===== src/rtl/gcd_arbiter_if.sv =====
// gcd_arbiter_if: bundles the requester-side and core-side signals of the
// GCD arbiter.
//   req_valid/req_data/req_ready    : per-requester operand handoff
//   resp_valid/resp_data/resp_err/resp_ready : per-requester result return
//   core_in_*/core_out_*/core_reset : link to the shared GCD core
//   busy                            : arbiter not idle
// modport slave  : the arbiter itself
// modport master : the environment (requesters plus the core)
interface gcd_arbiter_if #(
  parameter int NREQ = 4
);
  logic [NREQ-1:0]      req_valid;
  logic [32*NREQ-1:0]   req_data;
  logic [NREQ-1:0]      req_ready;
  logic [NREQ-1:0]      resp_valid;
  logic [15:0]          resp_data;
  logic                 resp_err;
  logic [NREQ-1:0]      resp_ready;
  logic                 core_in_valid;
  logic [31:0]          core_in_data;
  logic                 core_in_ready;
  logic                 core_out_valid;
  logic [15:0]          core_out_data;
  logic                 core_reset;
  logic                 busy;

  modport slave (
    input  req_valid, req_data, resp_ready,
    input  core_in_ready, core_out_valid, core_out_data,
    output req_ready, resp_valid, resp_data, resp_err,
    output core_in_valid, core_in_data, core_reset, busy
  );

  modport master (
    output req_valid, req_data, resp_ready,
    output core_in_ready, core_out_valid, core_out_data,
    input  req_ready, resp_valid, resp_data, resp_err,
    input  core_in_valid, core_in_data, core_reset, busy
  );
endinterface


===== src/rtl/gcd_arbiter.sv =====
// gcd_arbiter: shares one 16-bit GCD core between NREQ requesters using
// round-robin arbitration, one operation in flight at a time. A watchdog
// aborts an operation that does not complete within TIMEOUT cycles of WAIT,
// pulsing core_reset and returning result 0 with resp_err=1.
// Ports:
//   clk   : clock, rising edge
//   reset : asynchronous active-low reset
//   bus   : gcd_arbiter_if.slave (requester handshakes, core link, busy)
module gcd_arbiter #(
  parameter int NREQ    = 4,
  parameter int TIMEOUT = 1024
) (
  input  logic          clk,
  input  logic          reset,
  gcd_arbiter_if.slave  bus
);
  localparam int PW = $clog2(NREQ);
  localparam int TW = $clog2(TIMEOUT);

  typedef enum logic [1:0] {IDLE, ISSUE, WAIT, RESP} state_t;

  state_t          state_q;
  logic [PW-1:0]   rr_ptr_q;
  logic [PW-1:0]   grant_q;
  logic [TW-1:0]   timer_q;
  logic [31:0]     op_q;
  logic [15:0]     result_q;
  logic            err_q;

  logic            any_req;
  logic [PW-1:0]   sel;
  logic [PW:0]     arb_idx;
  logic [31:0]     slot [NREQ];
  logic            timeout_hit;
  logic            flush_pulse;

  genvar gi;
  generate
    for (gi = 0; gi < NREQ; gi++) begin : g_slot
      assign slot[gi] = bus.req_data[32*gi +: 32];
    end
  endgenerate

  // First valid request at or after rr_ptr, wrapping. The index is one bit
  // wider than the pointer so the explicit modulo works for any NREQ.
  always_comb begin
    any_req = 1'b0;
    sel     = '0;
    arb_idx = '0;
    for (int k = 0; k < NREQ; k++) begin
      arb_idx = {1'b0, rr_ptr_q} + (PW+1)'(k);
      if (arb_idx >= (PW+1)'(NREQ)) arb_idx = arb_idx - (PW+1)'(NREQ);
      if (!any_req && bus.req_valid[arb_idx[PW-1:0]]) begin
        any_req = 1'b1;
        sel     = arb_idx[PW-1:0];
      end
    end
  end

  assign timeout_hit = (timer_q == TW'(TIMEOUT - 1));
  // Completion wins over the watchdog in the same cycle.
  assign flush_pulse = (state_q == WAIT) && !bus.core_out_valid && timeout_hit;

  generate
    for (gi = 0; gi < NREQ; gi++) begin : g_out
      // req_ready is combinational from IDLE; gating with reset keeps it low
      // while reset is asserted even if requests are present.
      assign bus.req_ready[gi]  = reset && (state_q == IDLE) && any_req &&
                                  (sel == PW'(gi));
      assign bus.resp_valid[gi] = (state_q == RESP) && (grant_q == PW'(gi));
    end
  endgenerate

  assign bus.resp_data     = result_q;
  assign bus.resp_err      = err_q;
  assign bus.core_in_valid = (state_q == ISSUE);
  assign bus.core_in_data  = op_q;
  assign bus.core_reset    = ~reset | flush_pulse;
  assign bus.busy          = (state_q != IDLE);

  always_ff @(posedge clk or negedge reset) begin
    if (!reset) begin
      state_q  <= IDLE;
      rr_ptr_q <= '0;
      grant_q  <= '0;
      timer_q  <= '0;
      op_q     <= '0;
      result_q <= '0;
      err_q    <= 1'b0;
    end else begin
      case (state_q)
        IDLE: begin
          if (any_req) begin
            grant_q <= sel;
            op_q    <= slot[sel];
            state_q <= ISSUE;
          end
        end
        ISSUE: begin
          if (bus.core_in_ready) begin
            timer_q <= '0;
            state_q <= WAIT;
          end
        end
        WAIT: begin
          if (bus.core_out_valid) begin
            result_q <= bus.core_out_data;
            err_q    <= 1'b0;
            state_q  <= RESP;
          end else if (timeout_hit) begin
            result_q <= '0;
            err_q    <= 1'b1;
            state_q  <= RESP;
          end else begin
            timer_q <= timer_q + 1'b1;
          end
        end
        RESP: begin
          if (bus.resp_ready[grant_q]) begin
            rr_ptr_q <= (grant_q == PW'(NREQ - 1)) ? '0 : grant_q + 1'b1;
            state_q  <= IDLE;
          end
        end
        default: state_q <= IDLE;
      endcase
    end
  end
endmodule


===== src/flat_wrapper.sv =====
// flat-port wrapper written by rule: the top's interface ports become plain ports
module gcd_arbiter_flat 
#(
  parameter int NREQ    = 4,
  parameter int TIMEOUT = 1024
)
  (clk, reset, bus_req_valid, bus_req_data, bus_resp_ready, bus_core_in_ready, bus_core_out_valid, bus_core_out_data, bus_req_ready, bus_resp_valid, bus_resp_data, bus_resp_err, bus_core_in_valid, bus_core_in_data, bus_core_reset, bus_busy);
  gcd_arbiter_if #(.NREQ(NREQ)) bus_i ();
  input  logic clk;
  input  logic reset;
  input wire logic [$bits(bus_i.req_valid)-1:0] bus_req_valid;
  input wire logic [$bits(bus_i.req_data)-1:0] bus_req_data;
  input wire logic [$bits(bus_i.resp_ready)-1:0] bus_resp_ready;
  input wire logic [$bits(bus_i.core_in_ready)-1:0] bus_core_in_ready;
  input wire logic [$bits(bus_i.core_out_valid)-1:0] bus_core_out_valid;
  input wire logic [$bits(bus_i.core_out_data)-1:0] bus_core_out_data;
  output wire logic [$bits(bus_i.req_ready)-1:0] bus_req_ready;
  output wire logic [$bits(bus_i.resp_valid)-1:0] bus_resp_valid;
  output wire logic [$bits(bus_i.resp_data)-1:0] bus_resp_data;
  output wire logic [$bits(bus_i.resp_err)-1:0] bus_resp_err;
  output wire logic [$bits(bus_i.core_in_valid)-1:0] bus_core_in_valid;
  output wire logic [$bits(bus_i.core_in_data)-1:0] bus_core_in_data;
  output wire logic [$bits(bus_i.core_reset)-1:0] bus_core_reset;
  output wire logic [$bits(bus_i.busy)-1:0] bus_busy;
  assign bus_i.req_valid = bus_req_valid;
  assign bus_i.req_data = bus_req_data;
  assign bus_i.resp_ready = bus_resp_ready;
  assign bus_i.core_in_ready = bus_core_in_ready;
  assign bus_i.core_out_valid = bus_core_out_valid;
  assign bus_i.core_out_data = bus_core_out_data;
  assign bus_req_ready = bus_i.req_ready;
  assign bus_resp_valid = bus_i.resp_valid;
  assign bus_resp_data = bus_i.resp_data;
  assign bus_resp_err = bus_i.resp_err;
  assign bus_core_in_valid = bus_i.core_in_valid;
  assign bus_core_in_data = bus_i.core_in_data;
  assign bus_core_reset = bus_i.core_reset;
  assign bus_busy = bus_i.busy;
  gcd_arbiter #(.NREQ(NREQ), .TIMEOUT(TIMEOUT)) u_core (.clk(clk), .reset(reset), .bus(bus_i));
endmodule

===== config.mk =====
export PLATFORM = sky130hd
export DESIGN_NAME = gcd_arbiter_flat
export DESIGN_NICKNAME = d
export VERILOG_FILES = /design/src/rtl/gcd_arbiter_if.sv /design/src/rtl/gcd_arbiter.sv /design/src/flat_wrapper.sv
export SDC_FILE = /design/constraint.sdc
export NUM_CORES = 1
export LEC_CHECK = 0
export CORE_ASPECT_RATIO = 1.4
export CORE_MARGIN = 5
export CORE_UTILIZATION = 40
export DETAILED_ROUTE_END_ITERATION = 10
export DONT_BUFFER_PORTS = 1
export PLACE_DENSITY = 0.65
export SYNTH_ARGS = -nofsm -noshare
export SYNTH_HDL_FRONTEND = slang
export SYNTH_SLANG_ARGS = --single-unit

===== constraint.sdc =====
create_clock -name clk -period 3.8 [get_ports clk]
set_clock_uncertainty 0.05 [all_clocks]
set_input_delay 0.76 -clock clk [delete_from_list [all_inputs] [get_ports clk]]
set_output_delay 0.76 -clock clk [all_outputs]
set_load 0.02 [all_outputs]

==> results.rst, run 1 <==
.. list-table::
   :header-rows: 1

   * - Metric
     - Value
   * - Status
     - completed
   * - Number of cell instances on the worst register-to-register path
     - 6
   * - Total of hold buffers inserted after clock tree synthesis
     - 0
   * - Final RePlAce weighted congestion
     - 0.7702
   * - Clock tree from TritonCTS
     - yes
   * - Vias per Instance
     - between 6 and 7
   * - Clock tree root driver cell
     - clkbuf_16
   * - Insertion delay of the later-clocked pin in the worst-skew pair
     - 0.33 ns
   * - Number of register bits inferred by synthesis
     - 65
   * - Worst flop-to-flop path endpoint
     - u_core.timer_q[7]
   * - Cell area after technology mapping
     - 3652 um2
   * - Maximum fanout along the worst path
     - 9
   * - Worst hold margin
     - slightly above 0.07 ns
   * - Starting DRC count in detailed routing
     - between 50 and 60
   * - Most common library cell in the layout ignoring fill and taps
     - dfrtp_1
   * - Count of final max-slew check failures
     - 0
   * - Overflow after GRT
     - 0
   * - Leading register cell type out of synthesis
     - dfrtp_1
   * - Areal power density over the cells
     - 904.3 nW/um2
   * - Worst slew margin relative to its limit
     - 0.2672
   * - Worst Setup End Kind
     - output pin
   * - Die outline area
     - 11170 um2
   * - Category of the worst setup path launch point
     - input port
   * - Number of global-route vias before repair
     - approximately 3000
   * - IR drop worst, VDD
     - about 0.46 mV
   * - Floorplan die width
     - roughly 91 um
   * - Hold Violations, Final
     - 0
   * - Highest-count cells in the layout ignoring fill and taps
     - dfrtp_1, mux2i_1, nand2_1
   * - Unrepaired setup endpoints after global routing
     - false
   * - Post-cts repair resize count
     - 0
   * - Critical path data required time
     - 2.99 ns
   * - Period utilization
     - 0.7348
   * - Final count of negative-setup-slack endpoints
     - 0
   * - Data arrival time at the worst-slack endpoint
     - 1.98 ns
   * - Number of buffers on the longest clock path
     - 2
   * - Die extent in y
     - 123.1 um
   * - Share of synthesized registers carrying an async set or reset
     - 1.000
   * - Clock slew seen by the registers of the worst setup and hold paths
     - 0.06 ns
   * - Length of the first detailed-routing pass in iterations
     - 4
   * - Antenna Nets Post-Route
     - 0
   * - Synthesized net count
     - 508
   * - WL final
     - 9.977 mm
   * - WS Path Type
     - input port to output pin
   * - DRC violation count after routing
     - 0
   * - Worst reg2reg path startpoint
     - u_core.state_q[0]
   * - Sequential element share of the synthesized area
     - 0.4454
   * - Total negative setup slack
     - 0 ns
   * - # IOs
     - 216
   * - Placeable core region
     - around 9000 um2
   * - Average cell area after synthesis
     - 10.65 um2
   * - TritonCTS Buffers
     - 9
   * - WL/cell
     - 22.22 um
   * - Count of flip-flops with a built-in enable after synthesis
     - 0
   * - Transition time at the pin with the least slew margin
     - 1.092 ns
   * - Num Clock Sinks
     - between 60 and 70
   * - CTS H-Tree Depth
     - 3
   * - Setup bufs post-CTS
     - 0
   * - Number of nets in the layout
     - 502
   * - Max cap viols
     - 0
   * - First-pass GRT wire length
     - 15.53 mm
   * - Antenna violations before repair
     - 0
   * - Maximum frequency from static timing analysis
     - between 300 and 400 MHz
   * - Hold crit path type
     - input port to async pin
   * - IO buf count
     - 0
   * - Largest net degree at the start of global routing
     - 69
   * - Number of cells produced by synthesis
     - 343
   * - P&R area growth vs syn
     - 10.62%
   * - Minimum clock period after layout
     - ~2.8 ns
   * - Leakage
     - 0.001993 uW
   * - Global Route Usage Sum
     - 0.1754
   * - Fraction of final layout cells sized beyond drive strength 1
     - 0.09064
   * - Yosys cell types
     - 42
   * - Initial standard-cell utilization of the core
     - 0.4068
   * - Half-perimeter wire length after placement
     - between 7 and 8 mm
   * - Ys Warns
     - 0
   * - Number of antenna cells inserted
     - 0
   * - Row count
     - 41
   * - Flop2flop setup slack
     - 1.10 ns
   * - Total number of vias
     - 2801
-- through the flow --
stage	cells	area, um2	setup WS, ns	power [uW]	utilization
floorplan	343	3652	0.8664	2548	-
global placement	433	3736	0.9724	2790	0.4162
detailed placement	433	3736	0.9799	2844	0.4162
CTS	449	4040	0.9595	3699	0.4500
global route	449	4040	0.8570	3900	0.4500
finish	449	4040	1.008	3653	0.4500
-- power breakdown --
part | switching (uW) | internal, uW
Sequential | 552 | 987
Combinational | 713 | 559
Clock | 314 | 528
-- worst max-delay path: stages --
cell and delay [ns]:
nor4_1 0.39, nand2b_1 0.39, nand2b_1 0.20, nor3_1 0.07
buf_4 0.18
-- flip-flops by register name (all words and copies together), names as in the netlist --
signal and cells:
u_core.bus.core_in_data 32, u_core.grant_q 2, u_core.timer_q 10, u_core.bus.resp_data 16, u_core.state_q 2, u_core.rr_ptr_q 2, u_core.bus.resp_err 1
-- cell usage after synthesis, types with 3 or more instances --
library cell / n / area (um2)
o31ai_1: 5 / 37.54
clkbuf_1: 6 / 22.52
o21ai_0: 11 / 55.05
and2_1: 5 / 31.28
nand2b_1: 3 / 18.77
buf_4: 3 / 22.52
o221ai_1: 33 / 289.0
and3_1: 3 / 18.77
inv_1: 9 / 33.78
nor3_1: 4 / 20.02
dfrtp_1: 65 / 1627
ha_1: 9 / 112.6
a22o_1: 16 / 140.1
mux2i_1: 64 / 640.6
nand2_1: 45 / 168.9
buf_2: 14 / 70.07
nand3_1: 5 / 25.02
nor2b_1: 3 / 18.77
nor2_1: 12 / 45.04
-- routing by layer --
layer,GRT usage,share of wire,vias up
met5,0,0,-
met4,0.08007,0.021,0
met3,0.06086,0.10,17
met2,0.2941,0.50,160
met1,0.2016,0.38,1349
li1,-,-,1275
-- worst max path at each step --
stage,startpoint,endpoint,cells after the start
6_report,bus_req_valid[1],bus_req_ready[1],5
5_1_grt,u_core.state_q[1],bus_req_ready[1],6
3_3_place_gp,bus_req_valid[1],bus_req_ready[1],5
2_1_floorplan,bus_req_valid[0],bus_req_ready[3],7
3_5_place_dp,bus_req_valid[1],bus_req_ready[1],5
4_1_cts,bus_req_valid[1],bus_req_ready[1],5
-- cell type report --
type                       count  area [um2]
multi-input combinational    243        1866
tap                          107       133.9
sequential                    65        1627
fill                         824        4937
clock buffer                  10       239.0
inverter                      10       37.54
clock inverter                 6       65.06
timing repair buffer           8       72.57
-- cells by family (layout without fill, tap and decap cells) --
logic type,after synthesis,count (layout),synth area share
compound gates,80,80,0.1775
fa+ha+maj,9,9,0.03083
flops,65,65,0.4454
simple gates,87,87,0.1127
mux,67,67,0.1877
buf+inv,35,34,0.04590
(Power assumes the default switching activity.)
==> run 2, diff against run 1 <==
==> constraint.sdc (replaced) <==
create_clock -name clk -period 2.9 [get_ports clk]
set_clock_uncertainty 0.05 [all_clocks]
set_input_delay 0.58 -clock clk [delete_from_list [all_inputs] [get_ports clk]]
set_output_delay 0.58 -clock clk [all_outputs]
set_load 0.02 [all_outputs]
==> run 2 against run 1 <==
  * Critical path depth grew 1
  * Design area grew 1.2%
  * Clock power grew 34%
  * Global-route usage shrank 0.65 points
  * Highest routed layer unchanged
  * Sequential share of layout area shrank 0.49 points
  * Sequential cell count is the same
  * First-iteration DRC count shrank 36%
  * Total power grew 32%
  * Critical path type is now flop to output pin
  * Largest cell class unchanged
  * Non-clock buffer count grew 3
  * Sequential power grew 31%
  * Register-to-register slack lost 0.66 ns
==> results.rst, run 2 (same netlist as run 1, synthesis figures left out) <==
.. list-table::
   :header-rows: 1

   * - Metric
     - Value
   * - Status
     - completed (unchanged)
   * - Highest-count cells in the layout ignoring fill and taps
     - dfrtp_1, mux2i_1, nand2_1 (unchanged)
   * - Most common library cell in the layout ignoring fill and taps
     - dfrtp_1 (unchanged)
   * - Unrepaired setup endpoints after global routing
     - false (unchanged)
   * - Areal power density over the cells
     - 1182 nW/um2 (was 904.3 nW/um2)
   * - Row count
     - 41 (unchanged)
   * - WL final
     - 9.766 mm (was 9.977 mm)
   * - Hold Violations, Final
     - 0 (unchanged)
   * - Max cap viols
     - 0 (unchanged)
   * - P&R area growth vs syn
     - 11.99% (was 10.62%)
   * - Length of the first detailed-routing pass in iterations
     - 4 (unchanged)
   * - Placeable core region
     - 8977 um2 (unchanged)
   * - Category of the worst setup path launch point
     - flop (was input port)
   * - Clock tree from TritonCTS
     - yes (unchanged)
   * - Half-perimeter wire length after placement
     - 7.519 mm (was 7.578 mm)
   * - Number of cell instances on the worst register-to-register path
     - 6 (unchanged)
   * - Filler Cell Count
     - 855 (was 824)
   * - IO buf count
     - 0 (unchanged)
   * - Largest net degree at the start of global routing
     - 66 (was 69)
   * - Vias per Instance
     - 6.237 (was 6.238)
   * - Setup bufs post-CTS
     - 0 (unchanged)
   * - Worst Setup End Kind
     - output pin (unchanged)
   * - Delay contributed by the slowest stage of the critical path
     - 0.44 ns (was 0.39 ns)
   * - Die extent in y
     - 123.1 um (unchanged)
   * - Hold crit path type
     - input port to async pin (unchanged)
   * - # IOs
     - 216 (unchanged)
   * - First-pass GRT wire length
     - 15.36 mm (was 15.53 mm)
   * - Global routing usage on met2
     - 0.2982 (was 0.2941)
   * - Clock slew seen by the registers of the worst setup and hold paths
     - 0.05 ns (was 0.06 ns)
   * - Count of final max-slew check failures
     - 0 (unchanged)
   * - Met3 usage
     - 0.08338 (was 0.06086)
   * - Number of buffers on the longest clock path
     - 2 (unchanged)
   * - Initial standard-cell utilization of the core
     - 0.4068 (unchanged)
   * - TritonCTS Buffers
     - 9 (unchanged)
   * - Ordered cell list for the critical path
     - a21o_1, a21oi_1, o22ai_1, or2_1, nor3_1, buf_4 (was nor4_1, nand2b_1, nand2b_1, nor3_1, buf_4)
   * - Number of flip-flops under the largest register name
     - 32 (unchanged)
   * - Place WS
     - 0.4580 ns (was 0.9799 ns)
   * - Fraction of final layout cells sized beyond drive strength 1
     - 0.09012 (was 0.09064)
   * - Global routing usage on met1
     - 0.1756 (was 0.2016)
   * - Worst hold margin
     - 0.08929 ns (was 0.07234 ns)
   * - Worst slew margin relative to its limit
     - 0.3206 (was 0.2672)
   * - Number of antenna cells inserted
     - 0 (unchanged)
   * - Starting DRC count in detailed routing
     - 38 (was 59)
   * - Total negative setup slack
     - 0 ns (unchanged)
   * - Number of global-route vias before repair
     - 2932 (was 2951)
   * - Post-cts repair resize count
     - 0 (unchanged)
   * - Total number of vias
     - 2813 (was 2801)
   * - Insertion delay of the later-clocked pin in the worst-skew pair
     - 0.32 ns (was 0.33 ns)
   * - Antenna violations before repair
     - 0 (unchanged)
   * - Maximum fanout along the worst path
     - 7 (was 9)
   * - Floorplan die width
     - 90.76 um (unchanged)
   * - Antenna Nets Post-Route
     - 0 (unchanged)
   * - Number of nets in the layout
     - 505 (was 502)
   * - WL/cell
     - 21.65 um (was 22.22 um)
   * - Data arrival time at the worst-slack endpoint
     - 1.91 ns (was 1.98 ns)
   * - Busiest layer in global routing
     - met2 (unchanged)
   * - Die outline area
     - 11170 um2 (unchanged)
   * - Global Route Usage Sum
     - 0.1689 (was 0.1754)
   * - Final count of negative-setup-slack endpoints
     - 0 (unchanged)
   * - Post-layout worst setup margin
     - 0.3605 ns (was 1.008 ns)
   * - Leakage
     - 0.002019 uW (was 0.001993 uW)
   * - DRC violation count after routing
     - 0 (unchanged)
   * - CTS H-Tree Depth
     - 3 (unchanged)
   * - IR drop worst, VDD
     - 0.6328 mV (was 0.4590 mV)
   * - Transition time at the pin with the least slew margin
     - 1.012 ns (was 1.092 ns)
   * - Critical path data required time
     - 2.27 ns (was 2.99 ns)
   * - Num Clock Sinks
     - 65 (unchanged)
   * - Minimum clock period after layout
     - 2.539 ns
   * - Worst path slowest cell
     - dfrtp_1 (was nor4_1)
   * - Final RePlAce weighted congestion
     - 0.7836 (was 0.7702)
   * - WS Path Type
     - flop to output pin (was input port to output pin)
   * - Period utilization
     - 0.8757
   * - Clock tree root driver cell
     - clkbuf_16 (unchanged)
   * - Overflow after GRT
     - 0 (unchanged)
   * - Maximum frequency from static timing analysis
     - 393.8 MHz
run 2: changes by cell type in the layout (fill, tap and decap cells not counted):
cell        delta
clkinv_2       -1
clkinvlp_4     -1
clkbuf_1       +2
buf_16         +1
inv_6          -2
buf_4          +2
bufinv_16      +1
run 2: stage by stage:
step / util / power, uW / cell area (um2) / cells
2_1_floorplan: - / 3338 / 3652 / 343
3_3_place_gp: 0.4178 / 3656 / 3751 / 435
3_5_place_dp: 0.4178 / 3722 / 3751 / 435
4_1_cts: 0.4556 / 4900 / 4090 / 451
5_1_grt: 0.4556 / 5152 / 4090 / 451
6_report: 0.4556 / 4835 / 4090 / 451
run 2: path summary, 6_finish.rpt:
kind | startpoint | endpoint | slack, ns
hold reg to reg | u_core.timer_q[7] | u_core.timer_q[7] | 0.46
min in group clk | bus_core_out_data[7] | u_core.bus.resp_data[7] | 0.35
max in group asynchronous | reset | u_core.bus.core_in_data[9] | 2.45
setup / recovery | u_core.rr_ptr_q[1] | bus_req_ready[3] | 0.36
setup reg to reg | u_core.state_q[0] | u_core.timer_q[7] | 0.44
hold / removal | reset | u_core.bus.resp_data[11] | 0.09
run 2: repair_timing:
item	in CTS	in global routing
setup endpoints to repair	0	0
hold buffers	1	0
hold endpoints to repair	65	0
run 2: power breakdown:
group          total, uW  switching (uW)  internal (uW)  leakage (uW)
logic               1690             938            749       0.00104
clock network       1130             364            769      0.000153
registers           2020             721           1290      0.000822
run 2: critical path, delay by kind of cell, from the launching register on:
family	cells	cell delay (ns)
buffers and inverters	1	0.17
DFF	1	0.44
and+or+nand+nor	2	0.52
AOI/OAI and AO/OA	3	0.46
run 2: routing by layer:
layer	vias up	wire length (um)
li1	1279	-
met2	166	5013
met5	-	0
met4	0	164
met3	12	1112
met1	1356	3477
run 2: final cells by class:
| class | instances | area, um2 | share of cell area |
|---|---|---|---|
| clock inverters | 3 | 65.06 | 0.01591 |
| repair buffers | 11 | 115.1 | 0.02814 |
| clock buffers | 12 | 246.5 | 0.06026 |
| inverters | 10 | 37.54 | 0.009177 |
| multi-input cells | 243 | 1866 | 0.4561 |
| flip-flops and latches | 65 | 1627 | 0.3977 |
| well taps | 107 | 133.9 | 0.03273 |
==> run 3, diff against run 2 <==
--- a/config.mk
+++ b/config.mk
@@ -10,6 +10,7 @@
 export CORE_UTILIZATION = 40
 export DETAILED_ROUTE_END_ITERATION = 10
 export DONT_BUFFER_PORTS = 1
+export GPL_TIMING_DRIVEN = 0
 export PLACE_DENSITY = 0.65
 export SYNTH_ARGS = -nofsm -noshare
 export SYNTH_HDL_FRONTEND = slang
==> run 3 against run 2 <==
  * Sequential share of layout area down 0.27 points
  * Via count up 1.8%
  * Non-clock buffer count up 13
  * Global-route usage up 2.4 points
  * Setup slack worse by 0.20 ns
  * Design area up 0.67%
  * Die area unchanged
  * Utilization up 0.31 points
  * Sequential power about the same
  * Critical path depth up 1
  * Cell count up 2.9%
  * First-iteration DRC count rose to 2.8 times the previous value
  * Critical endpoint unchanged
  * Largest power group unchanged
==> results.rst, run 3 (same netlist as run 1, synthesis figures left out) <==
.. list-table::
   :header-rows: 1

   * - Metric
     - Value
   * - Hold Violations, Final
     - 0 (unchanged)
   * - # IOs
     - 216 (unchanged)
   * - Filler Cell Count
     - 863 (was 855)
   * - Clock tree from TritonCTS
     - yes (unchanged)
   * - Hold crit path type
     - input port to async pin (unchanged)
   * - Antenna violations before repair
     - 0 (unchanged)
   * - Area used by multi-input combinational logic
     - 1888 um2 (was 1866 um2)
   * - Fraction of final layout cells sized beyond drive strength 1
     - 0.1176 (was 0.09012)
   * - First-pass GRT wire length
     - 16.78 mm (was 15.36 mm)
   * - Initial standard-cell utilization of the core
     - 0.4068 (unchanged)
   * - Count of placed standard cells in the final layout, fillers left out
     - 464 (was 451)
   * - Buffers plus inverters on the worst setup path
     - 3 (was 1)
   * - Max cap viols
     - 0 (unchanged)
   * - Leakage
     - 0.002031 uW (was 0.002019 uW)
   * - Transition time at the pin with the least slew margin
     - 0.4651 ns (was 1.012 ns)
   * - Starting DRC count in detailed routing
     - 105 (was 38)
   * - Maximum fanout along the worst path
     - 17 (was 7)
   * - Num Clock Sinks
     - 65 (unchanged)
   * - Clock slew seen by the registers of the worst setup and hold paths
     - 0.05 ns (about the same)
   * - Row count
     - 41 (unchanged)
   * - Clock tree root driver cell
     - clkbuf_16 (unchanged)
   * - IR drop worst, VDD
     - 0.5276 mV (was 0.6328 mV)
   * - Highest-count cells in the layout ignoring fill and taps
     - dfrtp_1, mux2i_1, nand2_1 (unchanged)
   * - Total number of vias
     - 2863 (was 2813)
   * - Data arrival time at the worst-slack endpoint
     - 2.11 ns (was 1.91 ns)
   * - Total negative setup slack
     - 0 ns (unchanged)
   * - Final standard cell utilization of the core
     - 0.4587 (was 0.4556)
   * - Worst Setup End Kind
     - output pin (unchanged)
   * - DRC violation count after routing
     - 0 (unchanged)
   * - Worst flop-to-flop path endpoint
     - u_core.timer_q[7] (unchanged)
   * - CP startpoint
     - u_core.state_q[0] (was u_core.rr_ptr_q[1])
   * - Floorplan die width
     - 90.76 um (unchanged)
   * - Maximum frequency from static timing analysis
     - 364.5 MHz (was 393.8 MHz)
   * - Number of antenna cells inserted
     - 0 (unchanged)
   * - Worst reg2reg path startpoint
     - u_core.state_q[0] (unchanged)
   * - Number of cells after detailed placement
     - 450 (was 435)
   * - Insertion delay of the later-clocked pin in the worst-skew pair
     - 0.32 ns (about the same)
   * - Period utilization
     - 0.9459 (was 0.8757)
   * - Number of global-route vias before repair
     - 3122 (was 2932)
   * - WS Path Type
     - flop to output pin (unchanged)
   * - Antenna Nets Post-Route
     - 0 (unchanged)
   * - Critical path data required time
     - 2.27 ns (about the same)
   * - WL/cell
     - 23.94 um (was 21.65 um)
   * - WL final
     - 11.11 mm (was 9.766 mm)
   * - Final RePlAce weighted congestion
     - 0.7468 (was 0.7836)
   * - IO buf count
     - 0 (unchanged)
   * - Vias per Instance
     - 6.170 (was 6.237)
   * - Top Family by Delay on Critical Path
     - simple AND/OR/NAND/NOR gates (unchanged)
   * - TritonCTS Buffers
     - 9 (unchanged)
   * - Register cell area after layout
     - 1627 um2 (unchanged)
   * - Category of the worst setup path launch point
     - flop (unchanged)
   * - Minimum clock period after layout
     - 2.743 ns (was 2.539 ns)
   * - Unrepaired setup endpoints after global routing
     - false (unchanged)
   * - Half-perimeter wire length after placement
     - 8.400 mm (was 7.519 mm)
   * - Die outline area
     - 11170 um2 (unchanged)
   * - Length of the first detailed-routing pass in iterations
     - 4 (unchanged)
   * - Final count of negative-setup-slack endpoints
     - 0 (unchanged)
   * - Number of cell instances on the worst register-to-register path
     - 7 (was 6)
   * - Largest net degree at the start of global routing
     - 66 (unchanged)
   * - Flop2flop setup slack
     - 0.59 ns (was 0.44 ns)
   * - Worst path slowest cell
     - dfrtp_1 (unchanged)
   * - Worst Setup EP
     - bus_req_ready[3] (unchanged)
   * - Depth of the critical timing path with buffers and inverters included
     - 7 (was 6)
   * - Number of nets in the layout
     - 518 (was 505)
   * - Most common library cell in the layout ignoring fill and taps
     - dfrtp_1 (unchanged)
   * - Placeable core region
     - 8977 um2 (unchanged)
   * - Die extent in y
     - 123.1 um (unchanged)
   * - Worst slew margin relative to its limit
     - 0.6878 (was 0.3206)
   * - Global Route Usage Sum
     - 0.1926 (was 0.1689)
   * - Areal power density over the cells
     - 1185 nW/um2 (was 1182 nW/um2)
   * - Delay contributed by the slowest stage of the critical path
     - 0.42 ns (was 0.44 ns)
   * - Setup bufs post-CTS
     - 0 (unchanged)
   * - CTS H-Tree Depth
     - 3 (unchanged)
   * - P&R area growth vs syn
     - 12.74% (was 11.99%)
   * - Count of final max-slew check failures
     - 0 (unchanged)
   * - Overflow after GRT
     - 0 (unchanged)
   * - Number of flip-flops under the largest register name
     - 32 (unchanged)
   * - Status
     - completed (unchanged)
   * - Ordered cell list for the critical path
     - inv_1, ha_2, nand2b_1, buf_2, or2_1, clkbuf_4, nor3_4 (was a21o_1, a21oi_1, o22ai_1, or2_1, nor3_1, buf_4)
   * - Number of buffers on the longest clock path
     - 2 (unchanged)
run 3: cell types whose count changed in the layout (fill, tap and decap cells not counted), sizes merged:
cell | before | now
bufinv | 2 | 1
buf | 11 | 17
clkinv | 2 | 4
clkbuf | 12 | 18
run 3: worst min-delay path by stage:
stage          depth (start not counted)  slack, ns                          to
2_1_floorplan                          0       0.23  u_core.bus.core_in_data[0]
3_3_place_gp                           0       0.24     u_core.bus.resp_data[8]
3_5_place_dp                           0       0.24     u_core.bus.resp_data[8]
4_1_cts                                1       0.09  u_core.bus.core_in_data[2]
5_1_grt                                1       0.11           u_core.timer_q[4]
6_report                               1       0.09  u_core.bus.core_in_data[1]
run 3: through the flow:
stage	total power (uW)	setup WS (ns)	instance area [um2]	hold slack, ns
2_1_floorplan	3338	0.3264	3652	0.2344
3_3_place_gp	3765	0.1385	3786	0.2362
3_5_place_dp	3837	0.1346	3786	0.2361
4_1_cts	4939	0.02334	4119	0.09338
5_1_grt	5197	0.01690	4118	0.1086
6_report	4878	0.1568	4118	0.08977
run 3: final cells by class:
type	count	share of cell area
multi-input cells	243	0.4585
flip-flops and latches	65	0.3950
clock buffers	11	0.05652
well taps	107	0.03251
plain buffers	23	0.03069
clock inverters	4	0.01094
inverters	10	0.009116
repair buffers	1	0.006685
run 3: metal layers:
| metal | GRT usage | vias to the layer above | part of all wire |
|---|---|---|---|
| met3 | 0.08338 | 14 | 0.11 |
| met2 | 0.3505 | 161 | 0.53 |
| li1 | - | 1305 | - |
| met1 | 0.2016 | 1383 | 0.35 |
| met4 | 0.05307 | 0 | 0.011 |
| met5 | 0 | - | 0 |
run 3: repair_timing:
item / 4_1_cts / 5_1_grt
hold endpoints to repair: 65 / 0
hold buffers: 1 / 0
pin swaps: 0 / 2
endpoints found under the setup margin: 3 / 4
cloned: 0 / 0
gates resized for setup: 6 / 3
run 3: report_power, final:
part / internal, uW / switching (uW) / leakage (uW)
Sequential: 1290 / 721 / 0.000822
Clock: 656 / 373 / 0.000139
Combinational: 779 / 1050 / 0.00107
